`config.mk`:
```
export PLATFORM = sky130hd
export DESIGN_NAME = seg_display_mux
export DESIGN_NICKNAME = d
export VERILOG_FILES = /design/src/rtl/seg_display_pkg.sv /design/src/rtl/bin2bcd_seq.sv /design/src/rtl/seg_display_mux.sv
export SDC_FILE = /design/constraint.sdc
export NUM_CORES = 1
export LEC_CHECK = 0
export ABC_AREA = 1
export CAP_MARGIN = 10
export CORE_MARGIN = 5
export CORE_UTILIZATION = 30
export CTS_CLUSTER_SIZE = 16
export DETAILED_ROUTE_END_ITERATION = 6
export GPL_ROUTABILITY_DRIVEN = 0
export RECOVER_POWER = 25
export SLEW_MARGIN = 20
export SYNTH_ARGS = -nofsm -noshare
export SYNTH_HDL_FRONTEND = slang
export SYNTH_HIERARCHICAL = 1
export SYNTH_SLANG_ARGS = --single-unit
```
`constraint.sdc`:
```
create_clock -name Clk -period 3.2 [get_ports Clk]
set_input_delay 0.64 -clock Clk [delete_from_list [all_inputs] [get_ports Clk]]
set_output_delay 0.64 -clock Clk [all_outputs]
set_load 0.02 [all_outputs]
```
`src/rtl/seg_display_pkg.sv`:
```
// Shared constants for the multiplexed seven-segment driver: segment patterns,
// converter state encoding and small constant helpers.
package seg_display_pkg;

    // Active-low segments, bit 6 = a ... bit 0 = g
    localparam logic [6:0] SEG_0     = 7'b0000001;
    localparam logic [6:0] SEG_1     = 7'b1001111;
    localparam logic [6:0] SEG_2     = 7'b0010010;
    localparam logic [6:0] SEG_3     = 7'b0000110;
    localparam logic [6:0] SEG_4     = 7'b1001100;
    localparam logic [6:0] SEG_5     = 7'b0100100;
    localparam logic [6:0] SEG_6     = 7'b0100000;
    localparam logic [6:0] SEG_7     = 7'b0001111;
    localparam logic [6:0] SEG_8     = 7'b0000000;
    localparam logic [6:0] SEG_9     = 7'b0000100;
    localparam logic [6:0] SEG_BLANK = 7'b1111111;
    localparam logic [6:0] SEG_DASH  = 7'b1111110;

    typedef enum logic [1:0] {IDLE, SHIFT, COMMIT} conv_state_t;

    function automatic logic [31:0] pow10(input int n);
        logic [31:0] p;
        p = 32'd1;
        for (int i = 0; i < n; i++) p = p * 32'd10;
        return p;
    endfunction

    function automatic logic [6:0] seg_decode(input logic [3:0] d);
        case (d)
            4'd0:    return SEG_0;
            4'd1:    return SEG_1;
            4'd2:    return SEG_2;
            4'd3:    return SEG_3;
            4'd4:    return SEG_4;
            4'd5:    return SEG_5;
            4'd6:    return SEG_6;
            4'd7:    return SEG_7;
            4'd8:    return SEG_8;
            4'd9:    return SEG_9;
            default: return SEG_BLANK;
        endcase
    endfunction

endpackage

```
`src/rtl/bin2bcd_seq.sv`:
```
// Sequential shift-add-3 binary to BCD converter. One bit per cycle; result and
// overflow flag are presented on o_bcd/o_ovf while o_commit is high.
module bin2bcd_seq
    import seg_display_pkg::*;
#(
    parameter int WIDTH  = 13,
    parameter int DIGITS = 4
) (
    input  logic                    i_clk,
    input  logic                    i_rst_n,
    input  logic                    i_load,
    input  logic [WIDTH-1:0]        i_number,
    output logic                    o_busy,
    output logic                    o_commit,
    output logic [DIGITS-1:0][3:0]  o_bcd,
    output logic                    o_ovf
);

    localparam int               CW    = $clog2(WIDTH + 1);
    localparam logic [31:0]      LIMIT = pow10(DIGITS);
    localparam logic [CW-1:0]    LAST  = CW'(WIDTH - 1);

    conv_state_t                 r_state, w_next;
    logic [WIDTH-1:0]            r_bin;
    logic [DIGITS-1:0][3:0]      r_bcd, w_adj;
    logic [CW-1:0]               r_cnt;
    logic                        r_ovf;
    logic [4*DIGITS+WIDTH-1:0]   w_cat;

    always_ff @(posedge i_clk or negedge i_rst_n) begin
        if (!i_rst_n) r_state <= IDLE;
        else          r_state <= w_next;
    end

    always_comb begin
        w_next = r_state;
        case (r_state)
            IDLE:    if (i_load) w_next = SHIFT;
            SHIFT:   if (r_cnt == LAST) w_next = COMMIT;
            COMMIT:  w_next = IDLE;
            default: w_next = IDLE;
        endcase
    end

    always_comb begin
        o_busy   = (r_state != IDLE);
        o_commit = (r_state == COMMIT);
    end

    for (genvar g = 0; g < DIGITS; g++) begin : g_adj
        assign w_adj[g] = (r_bcd[g] > 4'd4) ? r_bcd[g] + 4'd3 : r_bcd[g];
    end

    // Carries out of the top nibble are dropped; such values show as overflow anyway
    assign w_cat = {w_adj, r_bin} << 1;

    always_ff @(posedge i_clk or negedge i_rst_n) begin
        if (!i_rst_n) begin
            r_bin <= '0;
            r_bcd <= '0;
            r_cnt <= '0;
            r_ovf <= 1'b0;
        end else if (r_state == IDLE && i_load) begin
            r_bin <= i_number;
            r_bcd <= '0;
            r_cnt <= '0;
            r_ovf <= ({{(32-WIDTH){1'b0}}, i_number} >= LIMIT);
        end else if (r_state == SHIFT) begin
            {r_bcd, r_bin} <= w_cat;
            r_cnt          <= r_cnt + CW'(1);
        end
    end

    assign o_bcd = r_bcd;
    assign o_ovf = r_ovf;

endmodule

```
`src/rtl/seg_display_mux.sv`:
```
// Multiplexed seven-segment driver: converts a loaded binary value to BCD and
// scans the digits leftmost-first with blanking, decimal points and overflow dash.
module seg_display_mux
    import seg_display_pkg::*;
#(
    parameter int DIGITS      = 4,
    parameter int WIDTH       = 13,
    parameter int REFRESH_DIV = 100000
) (
    input  logic              Clk,
    input  logic              Rst_n,
    input  logic [WIDTH-1:0]  number,
    input  logic              load,
    input  logic              blank_lz,
    input  logic [DIGITS-1:0] dp,
    output logic              busy,
    output logic              overflow,
    output logic [DIGITS-1:0] Anode,
    output logic [6:0]        LED_o,
    output logic              DP_o
);

    localparam int            IW       = (DIGITS > 1) ? $clog2(DIGITS) : 1;
    localparam int            PW       = (REFRESH_DIV > 1) ? $clog2(REFRESH_DIV) : 1;
    localparam logic [IW-1:0] IDX_LEFT = IW'(DIGITS - 1);
    localparam logic [PW-1:0] PRE_MAX  = PW'(REFRESH_DIV - 1);

    logic                    w_busy, w_commit, w_ovf;
    logic [DIGITS-1:0][3:0]  w_bcd, r_digits;
    logic                    r_ovf;
    logic [PW-1:0]           r_presc;
    logic [IW-1:0]           r_idx;
    logic [DIGITS-1:0]       w_lz;
    logic                    w_zrun;
    logic [6:0]              w_seg;

    bin2bcd_seq #(.WIDTH(WIDTH), .DIGITS(DIGITS)) u_conv (
        .i_clk    (Clk),
        .i_rst_n  (Rst_n),
        .i_load   (load),
        .i_number (number),
        .o_busy   (w_busy),
        .o_commit (w_commit),
        .o_bcd    (w_bcd),
        .o_ovf    (w_ovf)
    );

    // Display value only moves on commit, so a conversion never tears the display
    always_ff @(posedge Clk or negedge Rst_n) begin
        if (!Rst_n) begin
            r_digits <= '0;
            r_ovf    <= 1'b0;
        end else if (w_commit) begin
            r_digits <= w_bcd;
            r_ovf    <= w_ovf;
        end
    end

    always_ff @(posedge Clk or negedge Rst_n) begin
        if (!Rst_n) begin
            r_presc <= '0;
            r_idx   <= IDX_LEFT;
        end else if (r_presc == PRE_MAX) begin
            r_presc <= '0;
            r_idx   <= (r_idx == '0) ? IDX_LEFT : r_idx - IW'(1);
        end else begin
            r_presc <= r_presc + PW'(1);
        end
    end

    // w_lz[i]: digit i and everything left of it are zero
    always_comb begin
        w_lz   = '0;
        w_zrun = 1'b1;
        for (int i = DIGITS - 1; i >= 0; i--) begin
            w_zrun  = w_zrun & (r_digits[i] == 4'd0);
            w_lz[i] = w_zrun;
        end
    end

    always_comb begin
        w_seg = seg_decode(r_digits[r_idx]);
        if (r_ovf)
            w_seg = SEG_DASH;
        else if (blank_lz && r_idx != '0 && w_lz[r_idx])
            w_seg = SEG_BLANK;
    end

    always_ff @(posedge Clk or negedge Rst_n) begin
        if (!Rst_n) begin
            Anode <= '1;
            LED_o <= SEG_BLANK;
            DP_o  <= 1'b1;
        end else begin
            Anode <= ~(DIGITS'(1) << r_idx);
            LED_o <= w_seg;
            DP_o  <= ~dp[r_idx];
        end
    end

    assign busy     = w_busy;
    assign overflow = r_ovf;

endmodule
```
==> run metrics <==
status=completed; final wirelength=9000 um; top post-synthesis cells by area=dfrtp_1 (39%), nand2_1 (14%), dfstp_2 (8.4%), nand3_1 (6.9%), ha_1 (4.8%); TNS Setup=0 ns; later-pin clock latency in the skew report=0.34 ns; Cell Count, Final, Fillers Out=760; PD cells=approximately 750 nW/um^2; Max-cap violations=0; Vias/cell=4.67; total power=3890 uW; Cell Rows=44; # DRC=0; hold crit path type=reg -> reg; Leak Pwr=between 0.002 and 0.0025 uW; chip height=131 um; slew margin rel.=23.5%; Ports=35; RSZ-0062 raised after global routing=false; max frequency=458 MHz; CTS hold repair buffers=0; Initial DRT Pass Iterations=5; gr usage total=11.4%; Largest stage delay, worst path=0.61 ns; main flop type after synthesis=dfrtp_1; period utilization=68.2%; placed cell count=about 740; largest net degree at the start of global routing=48; critical path type=reg -> out; post-synthesis register bit count=83; deepest clock path buffer count=2; worst vdd ir=between 300 and 400 uV; Critical Path AT=1.54 ns; setup ws final=around 1.0 ns; Commonest cells post-synth=nand2_1 (165), dfrtp_1 (69), nand3_1 (61); Resize count post-CTS=0; final hold vios=0; Yosys cell types=36; slew of the pin with the lowest slew margin=1.15 ns; PortBufs=34; Final nets=609; initial drt markers=310; ratio of cells with drive above 1 in the final layout=between 10% and 20%; Setup-failing EPs final=0; TritonCTS Sinks=83; CTS clk-pin slew, worst paths=0.06 ns; Fillers=1484; async set or reset register ratio after synthesis=100%; Post-Synthesis Net Count=about 570; Area after DPL=4890 um^2; most frequent cell after synthesis=nand2_1; starting density of the core=30.4%; yosys warns=6; final global-route overflow total=0; Area Overhead vs Synth=17.5%; sequential-to-total area share from yosys stat=47.6%; worst path cell trace=inv_1 > nand2_1 > clkdlybuf4s50_1; Die ar.=between 15000 and 20000 um^2; CP max stage cell=clkdlybuf4s50_1; Synth Cell Area=4400 um^2; vias post-DR=3548; Period minus WS final=roughly 2.2 ns; WL/cell=11.8 um; Die X-Extent=131 um; Yosys top cell area share=39.3%; Antenna Cells=0; CTS tree=done; Num CTS Buffers=9; HPWL after DPL=6400 um; largest area contributor in the netlist=dfrtp_1; antenna viol nets, final=0; Slew Viols, Final=0; CP required=2.56 ns; Post-synth EDFFs=0; syn_area_per_cell=about 8 um^2; H-tree Lvls=3; Setup Skew=between 0.008 and 0.009 ns; Core Footprint=between 10000 and 15000 um^2; pre-CTS setup slack=0.979 ns; antenna violations before repair=0; final instance area=5170 um^2; startpoint types=flop; Mapped Cells=536; Crit Path Max Fanout=4; vias in the first global route=3447; clock root buffer=clkbuf_16; CP endpoint kind=output pin; postcts setup bufs=0; wire length of the first global-routing pass=15800 um
[metrics by stage]
stage | util (%) | hold WS (ns)
floorplan | - | 0.344
global placement | 33.8 | 0.412
detailed placement | 33.8 | 0.411
CTS | 35.7 | 0.315
global route | 35.7 | 0.457
finish | 35.7 | 0.419
[layout by cell type, fill, tap and decap left out, types with 2 or more instances in the layout]
cell type / synthesis / final
xor2_1: 5 / 5
clkdlybuf4s50_1: 0 / 33
inv_1: 55 / 55
nor2_1: 31 / 31
dfrtp_1: 69 / 69
nand4_1: 14 / 14
nor3_2: 2 / 2
nand2_2: 10 / 10
nand3b_1: 4 / 4
ha_1: 17 / 17
dfstp_2: 14 / 14
nand2_4: 2 / 2
inv_2: 11 / 11
nand2_1: 165 / 165
mux2_2: 8 / 8
o21ai_0: 14 / 14
a21oi_1: 11 / 11
clkbuf_16: 0 / 9
nand3_2: 4 / 4
nor2_2: 2 / 2
buf_4: 7 / 3
clkinvlp_4: 0 / 5
nand3_1: 61 / 61
nor3_1: 2 / 2
o21ai_1: 11 / 11
[per-layer routing]
layer / vias up / share of wire [%] / global-route usage [%]
met4: 0 / 1.1 / 3.15
met5: - / 0 / 0
li1: 1784 / - / -
met3: 12 / 5.6 / 3.89
met1: 1659 / 47 / 15.0
met2: 93 / 46 / 17.9
[final cells by class]
type / instances / area [um^2] / area share [%]
sequential: 83 / 2090 / 40.5
clock buffer: 10 / 239 / 4.63
clock inverter: 6 / 41.3 / 0.799
tap: 184 / 230 / 4.46
timing repair buffer: 37 / 358 / 6.93
inverter: 67 / 254 / 4.92
multi-input combinational: 373 / 1950 / 37.7
[cells by family after synthesis]
logic type | Yosys count | share of synthesized area, %
compound gates | 41 | 5.23
xor+xnor | 6 | 1.19
fa+ha+maj | 17 | 4.84
buf+inv | 80 | 8.05
flops | 83 | 47.6
mux | 8 | 2.05
other cells | 1 | 0.0853
simple gates | 300 | 30.9
[power by group]
part           leakage (uW)  internal, uW  total [uW]  switching, uW
registers           0.00102          1380        1630            244
logic               0.00132           509        1300            786
clock network      0.000120           544         965            421
[state kept, by name, indices dropped and copies added, names as in the netlist, 2 cells and up]
signal and cells:
u_conv/r_state 2, LED_o 7, Anode 4, r_presc 17, r_digits 16, u_conv/r_bin 13
r_idx 2, u_conv/r_cnt 4, u_conv/o_bcd 16
[worst paths after layout]
path / startpoint / to / slack [ns] / depth (start not counted)
max: u_conv/r_state[0] / busy / 1.02 / 3
min: overflow / LED_o[0] / 0.42 / 1
max reg2reg: r_idx[0] / LED_o[1] / 1.19 / 9
min reg2reg: overflow / LED_o[0] / 0.42 / 1
max in group asynchronous: Rst_n / LED_o[4] / 1.73 / 2
min in group asynchronous: Rst_n / u_conv/r_bin[5] / 0.51 / 1
[worst max-delay path, delay by kind of cell (launching register included)]
kind / cells / cell delay, ns
buffers and inverters: 2 / 0.70
DFF: 1 / 0.43
and+or+nand+nor: 1 / 0.08
Note: power is estimated with default switching activity, not from simulation.
